### src/rtl/cb_wb_arbiter.sv
// cb_wb_arbiter: completion-buffer write-port arbiter for NUM_REQ functional units.
// Aged (urgent) requesters win lowest-index first; otherwise round-robin from rr_ptr.
// Ports: CLK, nRST (sync, active-low); req_valid/index/data/vd/exc per requester;
//        req_ready one-hot grant (comb); flush; wb_* registered write port; age_urgent.
module cb_wb_arbiter #(
   parameter int NUM_REQ   = 4,
   parameter int NUM_ENTRY = 16,
   parameter int AGE_LIMIT = 8,
   localparam int IW = (NUM_ENTRY > 1) ? $clog2(NUM_ENTRY) : 1,
   localparam int SW = (NUM_REQ > 1) ? $clog2(NUM_REQ) : 1,
   localparam int CW = $clog2(AGE_LIMIT) + 1
) (
   input  logic                  CLK,
   input  logic                  nRST,
   input  logic [NUM_REQ-1:0]    req_valid,
   input  logic [NUM_REQ*IW-1:0] req_index,
   input  logic [NUM_REQ*32-1:0] req_data,
   input  logic [NUM_REQ*5-1:0]  req_vd,
   input  logic [NUM_REQ-1:0]    req_exc,
   output logic [NUM_REQ-1:0]    req_ready,
   input  logic                  flush,
   output logic                  wb_valid,
   output logic [IW-1:0]         wb_index,
   output logic [31:0]           wb_data,
   output logic [4:0]            wb_vd,
   output logic                  wb_exc,
   output logic [SW-1:0]         wb_src,
   output logic [NUM_REQ-1:0]    age_urgent
);

   logic [SW-1:0]      r_rr_ptr;
   logic [CW-1:0]      r_wait [NUM_REQ];
   logic [NUM_REQ-1:0] r_urgent;

   logic               w_arb_en;
   logic               w_gnt_any;
   logic [SW-1:0]      w_gnt_idx;
   logic [NUM_REQ-1:0] w_gnt;
   logic [CW-1:0]      w_wait_nxt [NUM_REQ];
   logic [NUM_REQ-1:0] w_urg_nxt;
   int                 w_j;

   // Reset and flush both suppress any grant this cycle.
   assign w_arb_en = nRST && !flush;

   always_comb begin
      w_gnt_any = 1'b0;
      w_gnt_idx = '0;
      w_j       = 0;
      for (int i = 0; i < NUM_REQ; i++) begin
         if (!w_gnt_any && r_urgent[i] && req_valid[i]) begin
            w_gnt_any = 1'b1;
            w_gnt_idx = SW'(i);
         end
      end
      // Round-robin pass only matters when no urgent requester won.
      for (int k = 0; k < NUM_REQ; k++) begin
         w_j = int'(r_rr_ptr) + k;
         if (w_j >= NUM_REQ) w_j = w_j - NUM_REQ;
         if (!w_gnt_any && req_valid[SW'(w_j)]) begin
            w_gnt_any = 1'b1;
            w_gnt_idx = SW'(w_j);
         end
      end
      if (!w_arb_en) w_gnt_any = 1'b0;
   end

   always_comb begin
      w_gnt = '0;
      if (w_gnt_any) w_gnt[w_gnt_idx] = 1'b1;
   end

   assign req_ready  = w_gnt;
   assign age_urgent = r_urgent;

   // Wait counters saturate at AGE_LIMIT; urgent flag tracks the new count.
   always_comb begin
      for (int i = 0; i < NUM_REQ; i++) begin
         w_wait_nxt[i] = '0;
         if (!flush && req_valid[i] && !w_gnt[i]) begin
            if (r_wait[i] == CW'(AGE_LIMIT)) w_wait_nxt[i] = r_wait[i];
            else w_wait_nxt[i] = r_wait[i] + 1'b1;
         end
         w_urg_nxt[i] = (w_wait_nxt[i] == CW'(AGE_LIMIT));
      end
   end

   always_ff @(posedge CLK) begin
      if (!nRST) begin
         r_rr_ptr <= '0;
         r_urgent <= '0;
         wb_valid <= 1'b0;
         wb_index <= '0;
         wb_data  <= '0;
         wb_vd    <= '0;
         wb_exc   <= 1'b0;
         wb_src   <= '0;
         for (int i = 0; i < NUM_REQ; i++) r_wait[i] <= '0;
      end else begin
         wb_valid <= w_gnt_any;
         if (w_gnt_any) begin
            wb_index <= req_index[int'(w_gnt_idx)*IW +: IW];
            wb_data  <= req_data[int'(w_gnt_idx)*32 +: 32];
            wb_vd    <= req_vd[int'(w_gnt_idx)*5 +: 5];
            wb_exc   <= req_exc[w_gnt_idx];
            wb_src   <= w_gnt_idx;
            if (w_gnt_idx == SW'(NUM_REQ - 1)) r_rr_ptr <= '0;
            else r_rr_ptr <= w_gnt_idx + 1'b1;
         end
         if (flush) r_rr_ptr <= '0;
         r_urgent <= w_urg_nxt;
         for (int i = 0; i < NUM_REQ; i++) r_wait[i] <= w_wait_nxt[i];
      end
   end

endmodule

### config.mk
export PLATFORM = sky130hd
export DESIGN_NAME = cb_wb_arbiter
export DESIGN_NICKNAME = d
export VERILOG_FILES = /design/src/rtl/cb_wb_arbiter.sv
export SDC_FILE = /design/constraint.sdc
export NUM_CORES = 1
export LEC_CHECK = 0
export CELL_PAD_IN_SITES_DETAIL_PLACEMENT = 0
export CELL_PAD_IN_SITES_GLOBAL_PLACEMENT = 1
export CORE_MARGIN = 2
export CORE_UTILIZATION = 28
export CTS_CLUSTER_SIZE = 20
export DETAILED_ROUTE_END_ITERATION = 10
export PLACE_DENSITY = 0.86
export SLEW_MARGIN = 20
export SYNTH_ARGS = -nofsm -noshare
export SYNTH_HDL_FRONTEND = slang
export SYNTH_SLANG_ARGS = --single-unit
export TNS_END_PERCENT = 10
### constraint.sdc
create_clock -name CLK -period 4.1 [get_ports CLK]
set_input_delay 0.41 -clock CLK [delete_from_list [all_inputs] [get_ports CLK]]
set_output_delay 0.41 -clock CLK [all_outputs]
set_load 0.03 [all_outputs]
==> results.md, run 1 <==
* Status: complete, no violations
* Slew Viols, Final at 0
* Starting DRT DRC Count at between 150 and 200
* Max incr delay on CP at ~690 ps
* Switch share at 32.10%
* Crit. End Element: output pin
* CP max FO at 39
* Top Ports at 228
* Psw at between 0.7 and 0.8 mW
* Largest net degree at the start of global routing at 87
* Slew @ Worst Pin at 735.5 ps
* Worst-skew pair later-pin latency at 320 ps
* Max-Cap Viols at 0
* CP bufs+invs at 4
* Worst VDD drop at around 0.18 mV
* Setup CP Type: in -> out
* EDFF count, synth at 0
* Share of post-route cells with drive strength above 1 at 5.035%
* Setup WS pre-CTS at 754.8 ps
* Top delay family on crit path: buffers and inverters
* Overall routed net length at 13.71 mm
* Most used cell, CP: buf_4
* Post-cts resize count at 0
* CTS Sinks at 67
* Leak pwr at 2.589 nW
* Post CTS Setup Buffer Count at 0
* Syn avg cell area at between 7 and 8 um2
* Netlist cell types at 48
* Worst min-delay path category: reg -> reg
* Placed instance area at around 6400 um2
* Ant diodes at 0
* Root Buffer: clkbuf_16
* First-pass GRT wire length at 21.11 mm
* Syn_nets at approximately 690
* Share of power burned in registers at 31.1%
* Mapped Area at 3975 um2
* Placed insts at slightly below 900
* CTS buffer count at 9
* Vias in the first global route at 4478
* Power, Total at 2.459 mW
* Initial core utilization at between 20% and 30%
* Clock-pin slew on the worst setup and hold paths at 60 ps
* CP max stage cell: clkdlybuf4s50_1
* Total negative slack at 0 ps
* Drt drc at 0
* Core outline area at 13880 um2
* Vias per cell at 5.030
* Fin worst setup slack at 748.4 ps
* Mapped Cells at 503
* Final Hold Vio Count at 0
* Total Routing Usage GR at between 10% and 20%
* Die width at 123.2 um
* Seq/Total Area, Yosys at 33.74%
* Clock power share at 33.2%
* Hold slack at 460.8 ps
* Layout Skew at 2.827 ps
* Hold_buf cts at 0
* Ys Warns at 0
* RSZ-0062 raised after global routing: no
* Endpoints failing setup at 0
* Worst Path Arrival at 2940 ps
* Post-route design area at ~6700 um2
* Critical Path, Cell by Cell: clkdlybuf4s50_1 > or3b_1 > o211a_1 > o311ai_2 > buf_4 > nand4_1 > buf_4 > nor2_1 > buf_4
* Grt total ovfl at 0
* Worst EP required at between 3000 and 4000 ps
* Pwr Density at between 300 and 400 nW/um2
* Gpl congestion at 0.8397
* Finished Layout Cells at 895
* Area added between synthesis and finish at 68.15%
* TritonCTS clock tree: built
* Synthesized flop and latch total at between 60 and 70
* Via Count at 4502
* Startpoint types: primary input
* Nets@finish at 894
* Post-DRT Antenna Nets at 0
* 1st-pass router iterations at 5
* DR WL/cell at 15.32 um
* Fmax at 0.2984 GHz
* Combinational share of power at 35.6%
* Utilization after layout at between 40% and 50%
* Port buffer count at 227
* Die H at approximately 120 um
* Fin crit share at between 80 and 90%
* Die area at roughly 15000 um2
* Post-DP HPWL at a little over 10 mm
* FP Rows at 43
* Initial antenna violation count at 0
* FFs w/ async S/R, synth at 0%
* Prevailing post-synth register cell: dfxtp_1
* Internal at 1.670 mW
* Max_slew headroom at 50.96%
* H-tree depth at 3
* CTS Buffer Depth at 2
* Minimum clock period at 3352 ps
[per-layer routing]
| metal | share of wire (%) | vias to the layer above | track usage (%) |
|---|---|---|---|
| met5 | 0 | - | 0 |
| met4 | 2.2 | 0 | 7.813 |
| met3 | 7.9 | 23 | 4.059 |
| met2 | 49 | 188 | 30.56 |
| met1 | 40 | 2068 | 20.44 |
| li1 | - | 2223 | - |
[flip-flops by register name, summed over array words and instances, names as in the netlist, 2 cells and up]
register    count
age_urgent      4
r_rr_ptr        2
r_wait         16
wb_data        32
wb_index        4
wb_src          2
wb_vd           5
[layout make-up]
class	count	area (um2)
inverters	15	56.30
clock inverters	6	91.34
multi-input cells	382	2397
fillers	1355	7197
flip-flops and latches	67	1341
repair buffers	236	2347
well taps	180	225.2
clock buffers	9	225.2
[final timing paths]
path,start,to,slack (ps),depth (start not counted)
setup / recovery,req_valid[0],req_ready[0],750,9
hold / removal,wb_src[1],wb_src[1],460,1
setup reg to reg,r_rr_ptr[1],wb_data[23],1220,8
hold reg to reg,wb_src[1],wb_src[1],460,1
[cell usage after synthesis, types with 12 or more instances]
| library cell | n | area, um2 |
|---|---|---|
| a221oi_1 | 20 | 175.2 |
| a21boi_0 | 12 | 90.09 |
| a211oi_1 | 34 | 255.2 |
| buf_2 | 14 | 70.07 |
| dfxtp_1 | 67 | 1341 |
| nand2_1 | 122 | 457.9 |
| a21oi_1 | 30 | 150.1 |
| nor2_1 | 27 | 101.4 |
| clkbuf_1 | 17 | 63.81 |
| and2_0 | 17 | 106.4 |
| mux2i_1 | 22 | 220.2 |
| inv_1 | 15 | 56.30 |
| a221o_1 | 17 | 170.2 |
[cell families after synthesis]
logic type,synth area share [%]
AO/OA/AOI/OAI,26.94
XOR/XNOR,1.983
adder cells (fa/ha/maj),2.518
buffers and inverters,6.326
flip-flops,33.74
multiplexers,6.767
AND/OR/NAND/NOR,21.72
[power by group through the flow]
stage	Sequential, mW	Combinational [mW]	Clock, mW
2_1_floorplan	0.896	0.375	0
6_report	0.765	0.877	0.817
4_1_cts	0.765	0.887	0.844
3_3_place_gp	0.778	0.878	0
5_1_grt	0.774	0.949	0.869
3_5_place_dp	0.778	0.884	0
[worst register-to-register path, stage by stage (launching register included)]
cell,delay [ps]
dfxtp_1,580
or4b_2,620
o2bb2ai_1,190
o211ai_1,200
nand2_2,110
buf_4,330
nor2_2,70
buf_4,270
a221o_1,390
[cells in the final DEF, fill, tap and decap left out, types with 4 or more instances in the layout]
master	instances
nand2b_1	4
buf_4	10
xnor2_1	5
a221o_1	17
nor4_1	4
a21oi_1	30
xor2_1	4
clkdlybuf4s50_1	225
a21boi_0	12
nor2_1	26
a221oi_1	20
ha_1	8
inv_1	15
nand2_1	122
mux2i_1	22
clkbuf_16	9
o211ai_1	5
nand3_1	11
and2_0	17
a211oi_1	34
dfxtp_1	67
o31ai_1	6
and2_1	4
Power figures use the tool's default switching activity.
==> run 2: changes to the inputs <==
--- a/config.mk
+++ b/config.mk
@@ -8,10 +8,10 @@
 export CELL_PAD_IN_SITES_DETAIL_PLACEMENT = 0
 export CELL_PAD_IN_SITES_GLOBAL_PLACEMENT = 1
 export CORE_MARGIN = 2
-export CORE_UTILIZATION = 28
+export CORE_UTILIZATION = 26
 export CTS_CLUSTER_SIZE = 20
 export DETAILED_ROUTE_END_ITERATION = 10
-export PLACE_DENSITY = 0.86
+export PLACE_DENSITY = 0.81
 export SLEW_MARGIN = 20
 export SYNTH_ARGS = -nofsm -noshare
 export SYNTH_HDL_FRONTEND = slang
==> constraint.sdc (replaced) <==
create_clock -name CLK -period 3.4 [get_ports CLK]
set_input_delay 0.34 -clock CLK [delete_from_list [all_inputs] [get_ports CLK]]
set_output_delay 0.34 -clock CLK [all_outputs]
set_load 0.03 [all_outputs]
==> results.md, run 2 (synthesized netlist as in run 1, its figures left out) <==
* Status: complete, no violations
* Pwr Density at 435.4 nW/um2
* Worst Path Arrival at ~2600 ps
* Top Ports at 228
* Layout Skew at 7.180 ps
* Minimum clock period at roughly 2900 ps
* First-pass GRT wire length at 22.52 mm
* Vias in the first global route at approximately 4600
* CTS Buffer Depth at 2
* CTS Sinks at 67
* Root Buffer: clkbuf_16
* Crit. End Element: output pin
* Post-DRT Antenna Nets at 0
* Max reg flops at 32
* Die area at ~16000 um2
* Via Count at 4532
* Starting DRT DRC Count at 172
* Initial antenna violation count at 0
* Placed insts at 898
* Worst EP required at 3060 ps
* Register area at 1341 um2
* Die H at between 100 and 150 um
* Drt drc at 0
* Vias per cell at 4.958
* Total Routing Usage GR at 17.40%
* Worst VDD drop at 0.2353 mV
* Worst-skew pair later-pin latency at 330 ps
* Commonest non-fill, non-tap cell in the layout: clkdlybuf4s50_1
* Die width at 127.6 um
* Most flops, register: wb_data
* Multi-input logic area at 2397 um2
* Power, Total at 2.944 mW
* 1st-pass router iterations at 5
* Total negative slack at 0 ps
* Post-cts resize count at 0
* Largest net degree at the start of global routing at 50
* Post-DP HPWL at roughly 11 mm
* Endpoints failing setup at 0
* Hold path depth at 1
* Area added between synthesis and finish at 70.10%
* Clock-pin slew on the worst setup and hold paths at 50 ps
* CP max FO at 10
* R2R cell count at 7
* Share of post-route cells with drive strength above 1 at a little over 6%
* Slew @ Worst Pin at approximately 530 ps
* Leak pwr at 2.647 nW
* Max_slew headroom at 64.44%
* Slew Viols, Final at 0
* Nets@finish at 904
* Fin crit share at 86.45%
* Initial core utilization at a little over a quarter
* Top Registers: wb_data: 32 flops, r_wait: 16 flops, wb_vd: 5 flops
* CTS buffer count at 9
* Gpl congestion at 0.8404
* TritonCTS clock tree: built
* Startpoint types: primary input
* Final Hold Vio Count at 0
* Hold slack at 454.8 ps
* Ant diodes at 0
* Finished Layout Cells at 914
* Worst min-delay path category: reg -> reg
* Hold_buf cts at 0
* Core outline area at 15090 um2
* Setup CP Type: in -> out
* Most frequent cells in the layout: clkdlybuf4s50_1, nand2_1, dfxtp_1
* Grt total ovfl at 0
* Filler cell count at about 1500
* Max-Cap Viols at 0
* FP Rows at 45
* RSZ-0062 raised after global routing: no
* DR WL/cell at 16.01 um
* Overall routed net length at 14.64 mm
* H-tree depth at 3
* Fmax at 0.3402 GHz
* Port buffer count at 227
* Post CTS Setup Buffer Count at 0
==> run 2: cell types whose count changed in the layout (fill, tap and decap cells not counted), moves of 2 or more <==
cell,change
clkinvlp_4,-3
buf_12,+2
clkbuf_1,+4
clkdlybuf4s50_1,-2
buf_4,+10
==> run 2: per-stage QoR <==
step / cell area, um2 / utilization, % / setup slack, ps
after floorplan: 3975 / - / 701.6
after global placement: 6472 / 42.89 / 379.2
after detailed placement: 6472 / 42.89 / 246.3
after CTS: 6761 / 44.81 / 471.1
after global routing: 6761 / 44.81 / 332.2
final: 6761 / 44.81 / 460.7
==> run 2: worst max-delay path, cell delays in order <==
cell and delay [ps]:
clkdlybuf4s50_1 580, or4b_2 690, o2bb2ai_1 200, o211ai_1 220
nand4_1 290, nor2_1 100, buf_4 180
==> run 2: layout make-up <==
type	instances	share of cell area, %
repair buffers	246	36.12
multi-input cells	382	35.46
flip-flops and latches	67	19.84
clock buffers	14	3.756
well taps	188	3.479
inverters	15	0.8327
clock inverters	2	0.5181
==> run 2: worst paths after layout <==
path | from | endpoint | slack, ps
worst min-delay path | wb_src[1] | wb_src[1] | 450
worst min register to register | wb_src[1] | wb_src[1] | 450
worst max register to register | r_rr_ptr[1] | wb_vd[4] | 630
worst max-delay path | req_valid[1] | req_ready[1] | 460
==> run 2: report_power, final <==
| part | internal [mW] | switching [mW] |
|---|---|---|
| sequential | 0.870 | 0.0508 |
| clock | 0.588 | 0.341 |
| combinational | 0.531 | 0.563 |
| total | 1.99 | 0.955 |
==> run 2: routing by layer <==
metal,global-route usage (%),up-vias,wire length (um)
met4,7.175,0,314
met3,4.648,19,1013
met1,20.13,2096,6136
met5,0,-,0
li1,-,2244,-
met2,30.39,173,7172
